### config.mk
export PLATFORM = sky130hd
export DESIGN_NAME = acorn128_phase_ctrl
export DESIGN_NICKNAME = d
export VERILOG_FILES = /design/src/rtl/acorn128_phase_ctrl.sv
export SDC_FILE = /design/constraint.sdc
export NUM_CORES = 1
export LEC_CHECK = 0
export ABC_AREA = 1
export CAP_MARGIN = 10
export CORE_ASPECT_RATIO = 0.75
export CORE_MARGIN = 4
export CORE_UTILIZATION = 35
export CTS_BUF_LIST = sky130_fd_sc_hd__clkbuf_8
export CTS_CLUSTER_DIAMETER = 50
export CTS_CLUSTER_SIZE = 40
export DETAILED_ROUTE_END_ITERATION = 10
export PLACE_DENSITY = 0.67
export REMOVE_ABC_BUFFERS = 1
export SETUP_SLACK_MARGIN = 0.1
export SYNTH_ARGS = -nofsm -noshare
export SYNTH_HDL_FRONTEND = slang
export SYNTH_SLANG_ARGS = --single-unit
### constraint.sdc
create_clock -name i_clk -period 3.1 [get_ports i_clk]
set_input_delay 0.465 -clock i_clk [delete_from_list [all_inputs] [get_ports i_clk]]
set_output_delay 0.465 -clock i_clk [all_outputs]
set_load 0.1 [all_outputs]
### src/rtl/acorn128_phase_ctrl.sv
// Bit-serial phase sequencer for ACORN-128: init, AD, AD pad, payload, payload pad, finalization.
// Optional macro ACORN_DECRYPT_EN: when defined, i_dec selects decryption; otherwise every job encrypts.
module acorn128_phase_ctrl #(
  parameter int unsigned LEN_W = 16
) (
  input  logic             i_clk,
  input  logic             i_rst,
  input  logic             i_start,
  input  logic             i_dec,
  input  logic [127:0]     i_key,
  input  logic [127:0]     i_iv,
  input  logic [LEN_W-1:0] i_ad_len,
  input  logic [LEN_W-1:0] i_msg_len,
  input  logic             i_in_bit,
  input  logic             i_in_valid,
  output logic             o_in_ready,
  input  logic             i_ks_bit,
  output logic             o_state_clr,
  output logic             o_step_en,
  output logic             o_ca,
  output logic             o_cb,
  output logic             o_mbit,
  output logic             o_out_bit,
  output logic             o_out_valid,
  output logic             o_busy,
  output logic             o_done,
  output logic [127:0]     o_tag
);

  // Counter must also span the AD and payload lengths, so it grows past 12 bits with LEN_W.
  localparam int unsigned CntW = (LEN_W > 12) ? LEN_W : 12;

  typedef enum logic [3:0] {
    StIdle, StClr, StInit, StAd, StAdPad, StMsg, StMsgPad, StFin, StDone
  } state_e;

  state_e             r_state;
  logic [CntW-1:0]    r_cnt;
  logic [LEN_W-1:0]   r_ad_len;
  logic [LEN_W-1:0]   r_msg_len;
  logic [127:0]       r_tag;
  logic               r_busy;
  logic               r_done;
  logic               r_state_clr;

  logic [CntW-1:0]    w_len;
  state_e             w_next;
  logic               w_last;
  logic               w_step_en;
  logic               w_ca;
  logic               w_cb;
  logic               w_mbit;
  logic               w_in_ready;
  logic               w_out_valid;
  logic               w_out_bit;
  logic               w_dec_eff;
  logic               w_init_mbit;
  logic               w_pad_ca;
  logic               w_pad_m;
  logic               w_ct;
  logic [6:0]         w_idx;

`ifdef ACORN_DECRYPT_EN
  logic r_dec;
  always_ff @(posedge i_clk) begin
    if (!i_rst) begin
      r_dec <= 1'b0;
    end else if (r_state == StIdle && i_start) begin
      r_dec <= i_dec;
    end
  end
  assign w_dec_eff = r_dec;
`else
  logic w_unused_dec;
  assign w_unused_dec = i_dec;
  assign w_dec_eff    = 1'b0;
`endif

  assign w_idx       = r_cnt[6:0];
  // Step 256 re-injects key[0] inverted; iv occupies steps 128..255.
  assign w_init_mbit = (r_cnt >= CntW'(128) && r_cnt < CntW'(256)) ? i_iv[w_idx]
                                                                   : i_key[w_idx] ^ (r_cnt == CntW'(256));
  assign w_pad_ca    = (r_cnt < CntW'(128));
  assign w_pad_m     = (r_cnt == '0);
  assign w_ct        = i_in_bit ^ i_ks_bit;
  assign w_last      = w_step_en && (r_cnt == w_len - CntW'(1));

  always_comb begin
    w_len  = '0;
    w_next = StIdle;
    case (r_state)
      StInit: begin
        w_len  = CntW'(1792);
        w_next = (r_ad_len != '0) ? StAd : StAdPad;
      end
      StAd: begin
        w_len  = CntW'(r_ad_len);
        w_next = StAdPad;
      end
      StAdPad: begin
        w_len  = CntW'(256);
        w_next = (r_msg_len != '0) ? StMsg : StMsgPad;
      end
      StMsg: begin
        w_len  = CntW'(r_msg_len);
        w_next = StMsgPad;
      end
      StMsgPad: begin
        w_len  = CntW'(256);
        w_next = StFin;
      end
      StFin: begin
        w_len  = CntW'(768);
        w_next = StDone;
      end
      default: ;
    endcase
  end

  always_comb begin
    w_step_en   = 1'b0;
    w_ca        = 1'b0;
    w_cb        = 1'b0;
    w_mbit      = 1'b0;
    w_in_ready  = 1'b0;
    w_out_valid = 1'b0;
    w_out_bit   = 1'b0;
    case (r_state)
      StInit: begin
        w_step_en = 1'b1;
        w_ca      = 1'b1;
        w_cb      = 1'b1;
        w_mbit    = w_init_mbit;
      end
      StAd: begin
        w_in_ready = 1'b1;
        w_step_en  = i_in_valid;
        w_ca       = 1'b1;
        w_cb       = 1'b1;
        w_mbit     = i_in_bit;
      end
      StAdPad: begin
        w_step_en = 1'b1;
        w_ca      = w_pad_ca;
        w_cb      = 1'b1;
        w_mbit    = w_pad_m;
      end
      StMsg: begin
        w_in_ready  = 1'b1;
        w_step_en   = i_in_valid;
        w_ca        = 1'b1;
        w_out_valid = i_in_valid;
        w_out_bit   = i_in_valid & w_ct;
        w_mbit      = w_dec_eff ? w_ct : i_in_bit;
      end
      StMsgPad: begin
        w_step_en = 1'b1;
        w_ca      = w_pad_ca;
        w_mbit    = w_pad_m;
      end
      StFin: begin
        w_step_en = 1'b1;
        w_ca      = 1'b1;
        w_cb      = 1'b1;
      end
      default: ;
    endcase
  end

  always_ff @(posedge i_clk) begin
    if (!i_rst) begin
      r_state     <= StIdle;
      r_cnt       <= '0;
      r_ad_len    <= '0;
      r_msg_len   <= '0;
      r_tag       <= '0;
      r_busy      <= 1'b0;
      r_done      <= 1'b0;
      r_state_clr <= 1'b0;
    end else begin
      r_done      <= 1'b0;
      r_state_clr <= 1'b0;
      case (r_state)
        StIdle: begin
          if (i_start) begin
            r_ad_len    <= i_ad_len;
            r_msg_len   <= i_msg_len;
            r_tag       <= '0;
            r_cnt       <= '0;
            r_busy      <= 1'b1;
            r_state_clr <= 1'b1;
            r_state     <= StClr;
          end
        end
        StClr: r_state <= StInit;
        StDone: begin
          r_busy  <= 1'b0;
          r_state <= StIdle;
        end
        default: begin
          if (w_step_en) begin
            if (w_last) begin
              r_cnt   <= '0;
              r_state <= w_next;
              r_done  <= (w_next == StDone);
            end else begin
              r_cnt <= r_cnt + CntW'(1);
            end
            // Tag bits are the last 128 keystream bits of finalization.
            if (r_state == StFin && r_cnt >= CntW'(640)) begin
              r_tag[w_idx] <= i_ks_bit;
            end
          end
        end
      endcase
    end
  end

  assign o_in_ready  = w_in_ready;
  assign o_state_clr = r_state_clr;
  assign o_step_en   = w_step_en;
  assign o_ca        = w_ca;
  assign o_cb        = w_cb;
  assign o_mbit      = w_mbit;
  assign o_out_bit   = w_out_bit;
  assign o_out_valid = w_out_valid;
  assign o_busy      = r_busy;
  assign o_done      = r_done;
  assign o_tag       = r_tag;

endmodule

==> impl_results.md, run 1 <==
- Netlist cell types: 51
- CTS tree: yes
- Die H: 159 um
- Area delta synth->final: 52.0%
- Final TNS setup: -136 ps
- Sw Share: 0.452
- Final hold vios: 0
- Cells along the critical path: inv_6, nand3_4, buf_4, buf_12, o22ai_1, inv_1, nand2_1, o21ai_0, nand2_1, nor3_1, nor2_1, nor2_1, nand2_1, a21oi_1, nand2_2, nand2_2, buf_12
- Clk_lat worst skew: 480 ps
- Primary FF master, synth: dfxtp_1
- Power Internal: 4.60 mW
- Die Wd: 209 um
- CP max stage cell: dfxtp_4
- Vias in the first global route: 12100
- Clk buf depth: 2
- Tcrit/Tclk final: 1.04
- Critical path required time: 2630 ps
- Fraction of layout cells with a size suffix above 1: 0.192
- Hold endpoint: r_ad_len[5]$_SDFFE_PN0P_
- Buf/Inv on CP: 5
- LEAKAGE: 6.48 nW
- Routed vias/inst: 5.50
- IO Port Bufs: 431
- Layout Utilization: 0.548
- Global route total overflow: 0
- # Max-Cap Violations: 0
- Crit path time final: 3240 ps
- Initial DRC count: 1033
- Max incr delay on CP: 460 ps
- Die area: 0.0332 sq mm
- H-tree levels: 4
- Startpoint types: flip-flop
- Sequential share of the synthesized area: 0.345
- Root Driver: clkbuf_8
- CP most frequent cell: nand2_1
- Most frequent cells in the layout: 293 x clkdlybuf4s50_1, 274 x nand2_1, 196 x buf_4, 186 x a21oi_1, 176 x dfxtp_1
- Worst-margin pin slew: 948 ps
- Clk_skew: 23.2 ps
- NetSw: 3.79 mW
- Area of the multi-input gates: 0.00621 sq mm
- Most common cell after layout, fill and taps aside: clkdlybuf4s50_1
- Fmax: 309 MHz
- Hold path startpoint: r_ad_len[5]$_SDFFE_PN0P_
- Worst Hold Class: reg2reg
- Largest net degree at the start of global routing: 129
- I/O pins: 433
- Worst setup margin: -136 ps
- Post-DRT Antenna Nets: 0
- Worst Setup End Kind: primary output
- Routed wire length: 47800 um
- Sequential share of power: 0.317
- Post-DR wirelength/cell: 20.5 um
- Clock sinks: 183
- Failing checks: setup timing
- Dpl hpwl: 35800 um
- Clock-pin slew on the worst setup and hold paths: 110 ps
- DRC viols: 0
- VDD IR-drop max: 0.304 mV
- Dpl ws: -40.0 ps
- Avg Cell Area, Syn: 7.06 sq um
- Final-layout fill cell count: 2857
- Data arrival, critical path: 2770 ps
- Total power: 8.39 mW
- Global Route Usage Sum: 0.269
- Slew Limit Headroom: 0.365
- Register area: 0.00368 sq mm
- EDFF count, synth: 0
- Start of the worst register-to-register path: r_state[0]$_SDFFE_PN0P_
- Core ar.: 0.0295 sq mm
- Post-Syn Area: 0.0106 sq mm
- Flop2flop setup slack: 320 ps
- Critical path peak fanout: 18
- Cells after Synth: 1505
- Antenna violations before repair: 6
- WHS Path Cells: 2
- Row cnt: 54
- Kind of cell adding the most delay to the critical path: simple AND/OR/NAND/NOR gates
- Seq cells post-synth: 183
- Status: complete, but fails checks
- FF-to-FF End: r_cnt[2]$_SDFFE_PN0P_
- Yosys warnings: 0
- Via count: 12800
- Post-CTS Hold Buffers: 0
- CTS Buf Count: 17
- Power share of the combinational group: 0.479
- First-pass GRT wire length: 71900 um
- RSZ-0062 raised after global routing: yes
- Drt first pass iters: 5
- Final setup viols: 1
- Routability cong.: 0.923
- Slew Limit Fails: 0
- Clock share of power: 0.204
- Nets: 2224
- R2R depth: 16
- CP Class: reg2out
- Cell area power density: 520 mW/mm^2
- Asr flop ratio synth: 0
- Starting density of the core: 0.361
==> final cells by class <==
class                           instances  share of cell area
Timing Repair Buffer                  517               0.302
Inverter                              112              0.0277
Clock buffer                           17              0.0145
Antenna cell                            6            0.000930
Multi-Input combinational cell       1095               0.384
Tap cell                              392              0.0304
Clock inverter                         15              0.0122
Sequential cell                       183               0.228
==> per-stage QoR <==
step | instances | hold WS (ps) | area [sq um]
after floorplan | 1390 | 436 | 10100
after global placement | 2283 | 459 | 15300
after detailed placement | 2283 | 459 | 15300
after CTS | 2324 | 476 | 16000
after global routing | 2337 | 505 | 16100
final | 2337 | 484 | 16100
==> worst max path at each step <==
stage | startpoint | endpoint | slack [ps] | cells past startpoint
finish | r_cnt[2]$_SDFFE_PN0P_ | o_mbit | -140 | 17
global route | r_cnt[2]$_SDFFE_PN0P_ | o_mbit | -320 | 17
CTS | r_cnt[2]$_SDFFE_PN0P_ | o_mbit | -120 | 19
detailed placement | r_cnt[2]$_SDFFE_PN0P_ | o_mbit | -40 | 15
global placement | r_cnt[2]$_SDFFE_PN0P_ | o_mbit | 10 | 15
floorplan | r_state[1]$_SDFFE_PN0P_ | o_tag[127]$_SDFFE_PN0P_ | -1610 | 6
==> kinds of logic (layout without fill, tap and decap cells) <==
| kind of cell | Yosys count | after routing | synth area share |
|---|---|---|---|
| adder cells (fa/ha/maj) | 3 | 3 | 0.00353 |
| flip-flops | 183 | 183 | 0.345 |
| AO/OA/AOI/OAI | 457 | 457 | 0.280 |
| XOR/XNOR | 21 | 21 | 0.0186 |
| AND/OR/NAND/NOR | 614 | 614 | 0.266 |
| buffers and inverters | 227 | 661 | 0.0867 |
| other | 0 | 6 | 0 |
==> worst reg2reg max path: stages (launching register included) <==
cell     delay [ps]
dfxtp_2         380
nand2_2         110
buf_4           150
inv_4            40
buf_4           160
nand3_1         130
nand2_2         140
nor2_8          160
nand2_1         120
nor2_2          170
nand2_1         140
xor2_1          170
o21ai_0         360
nor2_1          130
nand2_2         140
nand2_1          70
a21oi_1         150
==> per-layer routing <==
| metal | up-vias | wire length (um) | GRT usage |
|---|---|---|---|
| met5 | - | 0 | 0 |
| met4 | 0 | 1700 | 0.0975 |
| met3 | 89 | 3330 | 0.0570 |
| met2 | 495 | 23200 | 0.460 |
| met1 | 6042 | 19600 | 0.334 |
| li1 | 6221 | - | - |
==> sequential cells by signal, indices dropped and copies added (netlist names) <==
register and count:
r_msg_len 16, o_busy 1, r_cnt 16, o_done 1, r_state 4, o_tag 128
o_state_clr 1, r_ad_len 16
==> repair_timing <==
| item | 4_1_cts | 5_1_grt |
|---|---|---|
| pin swaps | 12 | 11 |
| setup endpoints to repair | 1 | 23 |
| cloned | 0 | 1 |
| resized for setup | 50 | 19 |
| endpoints found under the hold margin | 0 | 0 |
| setup buffers | 9 | 6 |
==> synth_stat cells, types with 2 or more instances <==
cell | n | area [sq um]
buf_6 | 3 | 33.8
o22a_1 | 2 | 17.5
a22oi_1 | 23 | 173
o21ai_1 | 4 | 20.0
a311oi_1 | 127 | 1110
nor3b_1 | 2 | 15.0
and2_1 | 2 | 12.5
nand4_1 | 29 | 181
o211ai_1 | 4 | 30.0
a211oi_1 | 2 | 15.0
nand3b_1 | 3 | 22.5
a221oi_1 | 2 | 17.5
nor4_1 | 7 | 43.8
inv_2 | 14 | 52.6
nor2_1 | 137 | 514
nand3_2 | 10 | 100
o221ai_1 | 3 | 26.3
nor2_2 | 7 | 43.8
buf_2 | 32 | 160
dfxtp_1 | 183 | 3660
ha_1 | 3 | 37.5
o22ai_1 | 53 | 332
o31ai_1 | 2 | 15.0
o21ai_2 | 3 | 26.3
inv_1 | 95 | 357
xnor2_1 | 3 | 26.3
nand2_2 | 14 | 87.6
a21oi_1 | 187 | 936
nor3_1 | 17 | 85.1
nand2_4 | 5 | 56.3
nor2_8 | 2 | 40.0
nand2_1 | 282 | 1060
nor2_4 | 9 | 101
xor2_1 | 17 | 149
nor3_2 | 2 | 20.0
nand3_1 | 85 | 425
clkbuf_1 | 78 | 293
clkinv_1 | 2 | 7.51
o21ai_0 | 38 | 190
==> power groups by stage <==
stage          Clock, mW  Combinational [mW]  Sequential, mW
2_1_floorplan          0                2.18            2.77
3_3_place_gp           0                3.79            2.70
3_5_place_dp           0                3.82            2.70
4_1_cts             1.75                3.94            2.64
5_1_grt             1.84                4.37            2.68
6_report            1.71                4.02            2.66
No activity file was read; power rests on OpenSTA's default activity.
==> run 2, diff against run 1 <==
--- a/config.mk
+++ b/config.mk
@@ -14,7 +14,7 @@
 export CTS_CLUSTER_DIAMETER = 50
 export CTS_CLUSTER_SIZE = 40
 export DETAILED_ROUTE_END_ITERATION = 10
-export PLACE_DENSITY = 0.67
+export PLACE_DENSITY_LB_ADDON = 0.05
 export REMOVE_ABC_BUFFERS = 1
 export SETUP_SLACK_MARGIN = 0.1
 export SYNTH_ARGS = -nofsm -noshare
==> constraint.sdc (replaced) <==
create_clock -name i_clk -period 2.8 [get_ports i_clk]
set_input_delay 0.42 -clock i_clk [delete_from_list [all_inputs] [get_ports i_clk]]
set_output_delay 0.42 -clock i_clk [all_outputs]
set_load 0.1 [all_outputs]
==> run 2 against run 1 <==
Net effect: the run still ends with setup timing left; sequential share of layout area down 0.46 points; combinational power up 19%; clock skew decreased by 1.3 ps; cell count grew 1.4%; total power up 15%; critical path depth fell by 1; first-iteration DRC count up 16%; worst hold slack got worse by 8.5 ps; via count increased by 0.18%; register-to-register slack got worse by 170 ps; critical endpoint unchanged; cell area grew 2.0%; sequential power rose by 10%.
==> impl_results.md, run 2 (synthesis gave the netlist of run 1 again) <==
- Setup crit end: o_mbit
- Cell area power density: 586 mW/mm^2 (+13%)
- Dpl ws: -74.7 ps (-34.7 ps)
- Die Wd: 209 um (unchanged)
- Clk_skew: 21.9 ps (-1.31 ps)
- Sw Share: 0.433 (-0.0181)
- Post-DRT Antenna Nets: 0 (unchanged)
- Largest net degree at the start of global routing: 129 (unchanged)
- Nets: 2263 (+1.8%)
- R2R depth: 20 (+4)
- Drt first pass iters: 5 (unchanged)
- Initial DRC count: 1203 (+16%)
- N_diodes: 0 (-6)
- Max reg flops: 128 (unchanged)
- Slew Limit Headroom: 0.360 (-0.00536)
- Worst Hold Class: reg2reg
- Hold_ws: 476 ps (-8.48 ps)
- Crit path time final: 3180 ps
- Routability cong.: 1.01 (+9.2%)
- First-pass GRT wire length: 74600 um (+3.7%)
- Critical path peak fanout: 12 (-6)
- Clock-pin slew on the worst setup and hold paths: 110 ps (about the same)
- Slew Limit Fails: 0 (unchanged)
- Core ar.: 0.0295 sq mm (unchanged)
- Cell Area, Placed: 0.0157 sq mm (+2.9%)
- Worst-margin pin slew: 956 ps (+8.01 ps)
- RSZ-0062 raised after global routing: yes
- Data arrival, critical path: 2760 ps (about the same)
- Post-CTS Hold Buffers: 0 (unchanged)
- Status: complete, but fails checks
- Critical Path Source: r_cnt[1]$_SDFFE_PN0P_
- Placed cells: 2327 (+1.9%)
- Global Route Usage Sum: 0.282 (+0.0131)
- Flop2flop setup slack: 150 ps (-170 ps)
- Clk_lat worst skew: 490 ps (about the same)
- CTS tree: yes
- Worst Setup End Kind: primary output
- Power share of the combinational group: 0.497 (+0.018)
- IO Port Bufs: 431 (unchanged)
- Final setup viols: 1 (unchanged)
- Final-layout fill cell count: 2887 (+1.1%)
- Starting density of the core: 0.361 (unchanged)
- Final TNS setup: -378 ps (-241 ps)
- Most common cell after layout, fill and taps aside: clkdlybuf4s50_1
- Die H: 159 um (unchanged)
- Start of the worst register-to-register path: r_state[2]$_SDFFE_PN0P_
- VDD IR-drop max: 0.771 mV (+150%)
- Die area: 0.0332 sq mm (unchanged)
- Fraction of layout cells with a size suffix above 1: 0.206 (+0.0139)
- Clock share of power: 0.199 (-0.005)
- Layout Utilization: 0.559 (+0.0107)
- Post-DR wirelength/cell: 21.1 um (+3.2%)
- LEAKAGE: 6.71 nW (+3.5%)
- NetSw: 4.18 mW (+10%)
- Vias in the first global route: 11900 (-1.4%)
- Total power: 9.65 mW (+15%)
- CTS Buf Count: 17 (unchanged)
- Worst setup margin: -378 ps (-241 ps)
- Fmax: 315 MHz
- Routed wire length: 50100 um (+4.7%)
- H-tree levels: 4 (unchanged)
- Antenna violations before repair: 0 (-6)
- Sequential share of power: 0.303 (-0.014)
- Power Internal: 5.47 mW (+19%)
- FF-to-FF End: r_cnt[1]$_SDFFE_PN0P_
- Final hold vios: 0 (unchanged)
- Via count: 12900 (+0.18%)
- Routed vias/inst: 5.43 (-1.2%)
- Critical path required time: 2380 ps (-250 ps)
- CP Class: reg2out
- Fin area: 0.0165 sq mm (+2.0%)
- Root Driver: clkbuf_8
- I/O pins: 433 (unchanged)
- Tcrit/Tclk final: 1.13
- Startpoint types: flip-flop
- # Max-Cap Violations: 0 (unchanged)
- Clk buf depth: 2 (unchanged)
- Clock sinks: 183 (unchanged)
- Most frequent cells in the layout: 293 x clkdlybuf4s50_1, 275 x nand2_1, 232 x buf_4, 184 x a21oi_1, 177 x dfxtp_1
- Non-Filler Instances: 2370 (+1.4%)
- Failing checks: setup timing
- Global route total overflow: 0 (unchanged)
- Dpl hpwl: 38000 um (+6.3%)
- Area delta synth->final: 55.0%
- Row cnt: 54 (unchanged)
- DRC viols: 0 (unchanged)
run 2: cell types whose count changed in the layout (fill, tap and decap cells not counted), sizes merged:
cell    before  now
bufbuf       0    1
buf        224  261
bufinv       0    2
inv        112  116
clkbuf      17   19
diode        6    0
clkinv      11    4
run 2: layout make-up:
class	count	area, sq um	share of cell area
clock inverters	14	163	0.00988
repair buffers	556	5260	0.319
inverters	112	438	0.0266
multi-input cells	1095	6190	0.376
flip-flops and latches	183	3680	0.223
well taps	392	490	0.0298
clock buffers	18	248	0.0150
run 2: power by group through the flow:
stage                     Combinational [mW]  Clock [mW]  Sequential [mW]
after global routing                    5.18        2.07             2.95
final                                   4.80        1.92             2.93
after CTS                               4.58        1.96             2.92
after detailed placement                4.43           0             2.97
after global placement                  4.40           0             2.97
after floorplan                         2.42           0             3.07
run 2: worst min path at each step:
stage	start	to	slack, ps	depth (start not counted)
3_3_place_gp	r_msg_len[0]$_SDFFE_PN0P_	r_msg_len[0]$_SDFFE_PN0P_	460	2
6_report	r_ad_len[11]$_SDFFE_PN0P_	r_ad_len[11]$_SDFFE_PN0P_	480	2
3_5_place_dp	r_ad_len[11]$_SDFFE_PN0P_	r_ad_len[11]$_SDFFE_PN0P_	470	2
4_1_cts	r_ad_len[11]$_SDFFE_PN0P_	r_ad_len[11]$_SDFFE_PN0P_	480	2
2_1_floorplan	r_ad_len[5]$_SDFFE_PN0P_	r_ad_len[5]$_SDFFE_PN0P_	440	2
5_1_grt	i_ad_len[14]	r_ad_len[14]$_SDFFE_PN0P_	480	3
run 2: timing repair:
action / in CTS / in global routing
pin swaps: 7 / 15
gates resized for setup: 32 / 29
hold endpoints to repair: 0 / 0
cloned: 1 / 1
buffers inserted: 2 / 7
endpoints found under the setup margin: 23 / 24
run 2: per-layer routing:
| metal | up-vias | track usage | wire, um |
|---|---|---|---|
| met5 | - | 0 | 0 |
| met4 | 0 | 0.0623 | 965 |
| met3 | 61 | 0.0611 | 3310 |
| met2 | 477 | 0.444 | 22700 |
| met1 | 6040 | 0.397 | 23100 |
| li1 | 6292 | - | - |
run 2: critical path: stages (launching register included):
cell,delay [ps]
dfxtp_4,380
buf_4,150
nand3_2,110
inv_4,110
a22oi_1,180
nand3_1,80
o21ai_0,200
nand2_1,150
nor2_2,160
nor2_1,60
nor2_1,160
nand2_1,80
nand2_1,70
nand3_1,70
nand2_1,80
nand2_2,70
buf_12,160
==> run 3, diff against run 2 <==
--- a/config.mk
+++ b/config.mk
@@ -10,7 +10,6 @@
 export CORE_ASPECT_RATIO = 0.75
 export CORE_MARGIN = 4
 export CORE_UTILIZATION = 35
-export CTS_BUF_LIST = sky130_fd_sc_hd__clkbuf_8
 export CTS_CLUSTER_DIAMETER = 50
 export CTS_CLUSTER_SIZE = 40
 export DETAILED_ROUTE_END_ITERATION = 10
==> run 3 against run 2 <==
Net effect: the run still ends with setup timing left; cell count unchanged; first-iteration DRC count shrank 8.1%; cell area up 1.1%; sequential share of layout area fell by 0.24 points; register-to-register slack about the same; sequential power about the same; fmax up 0.85%; combinational power down 1%; clock skew barely moved; clock power increased by 32%; critical endpoint unchanged.
==> impl_results.md, run 3 (synthesis gave the netlist of run 1 again) <==
- Fin area: 0.0166 sq mm (+1.1%)
- Worst Setup End Kind: primary output
- Post-DR wirelength/cell: 21.1 um (about the same)
- Routed vias/inst: 5.44 (+0.24%)
- Startpoint types: flip-flop
- NetSw: 4.25 mW (+1.6%)
- Antenna violations before repair: 0 (unchanged)
- Area delta synth->final: 56.7%
- Die Wd: 209 um (unchanged)
- Routed wire length: 50100 um (about the same)
- Most common cell after layout, fill and taps aside: clkdlybuf4s50_1
- Max reg flops: 128 (unchanged)
- Row cnt: 54 (unchanged)
- CTS Buf Count: 17 (unchanged)
- Initial DRC count: 1105 (-8.1%)
- Vias in the first global route: 12000 (+0.58%)
- Tcrit/Tclk final: 1.13 (-0.00959)
- CTS tree: yes
- Sequential share of power: 0.287 (-0.016)
- Starting density of the core: 0.361 (unchanged)
- Clock share of power: 0.248 (+0.049)
- Slew Limit Headroom: 0.359 (-0.000585)
- Clk_skew: 21.7 ps (-0.182 ps)
- # Max-Cap Violations: 0 (unchanged)
- CP Class: reg2out
- I/O pins: 433 (unchanged)
- Worst setup margin: -351 ps (+26.8 ps)
- First-pass GRT wire length: 74700 um (+0.22%)
- Largest net degree at the start of global routing: 129 (unchanged)
- Nets: 2263 (unchanged)
- Final hold vios: 0 (unchanged)
- DRC viols: 0 (unchanged)
- Crit path time final: 3150 ps (-26.8 ps)
- LEAKAGE: 6.78 nW (+1.1%)
- Die H: 159 um (unchanged)
- Data arrival, critical path: 2730 ps (-30 ps)
- Final setup viols: 1 (unchanged)
- Worst-margin pin slew: 957 ps (+0.874 ps)
- Total power: 10.2 mW (+5.7%)
- H-tree levels: 4 (unchanged)
- N_diodes: 0 (unchanged)
- Fmax: 317 MHz (+0.85%)
- Clock-pin slew on the worst setup and hold paths: 70 ps (-40 ps)
- RSZ-0062 raised after global routing: yes
- Failing checks: setup timing
- Clk_lat worst skew: 450 ps (-40 ps)
- Sw Share: 0.417 (-0.0168)
- Slew Limit Fails: 0 (unchanged)
- Root Driver: clkbuf_16
- Core ar.: 0.0295 sq mm (unchanged)
- Post-CTS Hold Buffers: 0 (unchanged)
- Global Route Usage Sum: 0.282 (about the same)
- Clock sinks: 183 (unchanged)
- Status: complete, but fails checks
- Cell Area, Placed: 0.0157 sq mm (unchanged)
- Post-DRT Antenna Nets: 0 (unchanged)
- VDD IR-drop max: 0.809 mV (+4.9%)
- IO Port Bufs: 431 (unchanged)
- Most frequent cells in the layout: 293 x clkdlybuf4s50_1, 275 x nand2_1, 232 x buf_4, 184 x a21oi_1, 177 x dfxtp_1
- Worst Hold Class: reg2reg
- Die area: 0.0332 sq mm (unchanged)
- Global route total overflow: 0 (unchanged)
- Routability cong.: 1.01 (unchanged)
- Clk buf depth: 2 (unchanged)
- Dpl hpwl: 38000 um (unchanged)
- Power Internal: 5.95 mW (+8.9%)
- Drt first pass iters: 6 (+1)
- Critical path required time: 2380 ps (about the same)
- Critical path peak fanout: 15 (+3)
- Cell area power density: 613 mW/mm^2 (+4.6%)
- Fraction of layout cells with a size suffix above 1: 0.205 (-0.000506)
- Power share of the combinational group: 0.465 (-0.032)
- Via count: 12900 (+0.24%)
==> run 3: layout make-up <==
type	instances	area, sq um
Clock buffer	19	443
Clock inverter	13	159
Fill cell	2871	12800
Inverter	112	438
Multi-Input combinational cell	1095	6200
Sequential cell	183	3680
Tap cell	392	490
Timing Repair Buffer	556	5240
==> run 3: timing repair <==
action	CTS	global route
gates cloned	1	0
resized for setup	29	30
pin swaps	7	17
endpoints found under the setup margin	22	24
buffers inserted	2	8
==> run 3: critical path, cell delays in order, from the launching register on <==
cell and delay (ps):
dfxtp_4 390, inv_6 50, buf_6 120, nand3_4 80, buf_4 130, buf_12 140, o22ai_1 80, inv_1 50
nand2_1 50, o21ai_0 200, nand2_1 120, nor3_1 160, nor2_1 60, nor2_1 120, nand2_1 100, a21oi_2 120
nand2_1 70, nand2_2 80, buf_12 170
==> run 3: stage by stage <==
step	util	hold slack [ps]	instances	setup TNS, ps	setup slack [ps]
after floorplan	-	436	1390	-266030	-1910
after global placement	0.534	460	2327	-35.8	-35.8
after detailed placement	0.534	467	2327	-74.7	-74.7
after CTS	0.560	477	2362	-324	-324
after global routing	0.565	502	2370	-735	-544
final	0.565	472	2370	-351	-351
==> run 3: worst paths after layout <==
path / startpoint / end / slack [ps] / cells past startpoint
setup reg to reg: r_state[2]$_SDFFE_PN0P_ / r_cnt[3]$_SDFFE_PN0P_ / 160 / 16
hold / removal: r_ad_len[11]$_SDFFE_PN0P_ / r_ad_len[11]$_SDFFE_PN0P_ / 470 / 2
hold reg to reg: r_ad_len[11]$_SDFFE_PN0P_ / r_ad_len[11]$_SDFFE_PN0P_ / 470 / 2
setup / recovery: r_cnt[1]$_SDFFE_PN0P_ / o_mbit / -350 / 18
==> run 3: per-layer routing <==
metal / vias to the layer above / GRT usage / part of all wire
met5: - / 0 / 0
met4: 0 / 0.0634 / 0.019
met3: 54 / 0.0637 / 0.074
met2: 509 / 0.445 / 0.45
met1: 6045 / 0.395 / 0.45
li1: 6293 / - / -
==> run 3: power groups by stage <==
stage,Sequential (mW),Combinational [mW],Clock (mW)
finish,2.93,4.75,2.53
detailed placement,2.97,4.43,0
global placement,2.97,4.40,0
global route,2.95,5.14,2.67
CTS,2.92,4.57,2.56
floorplan,3.07,2.42,0
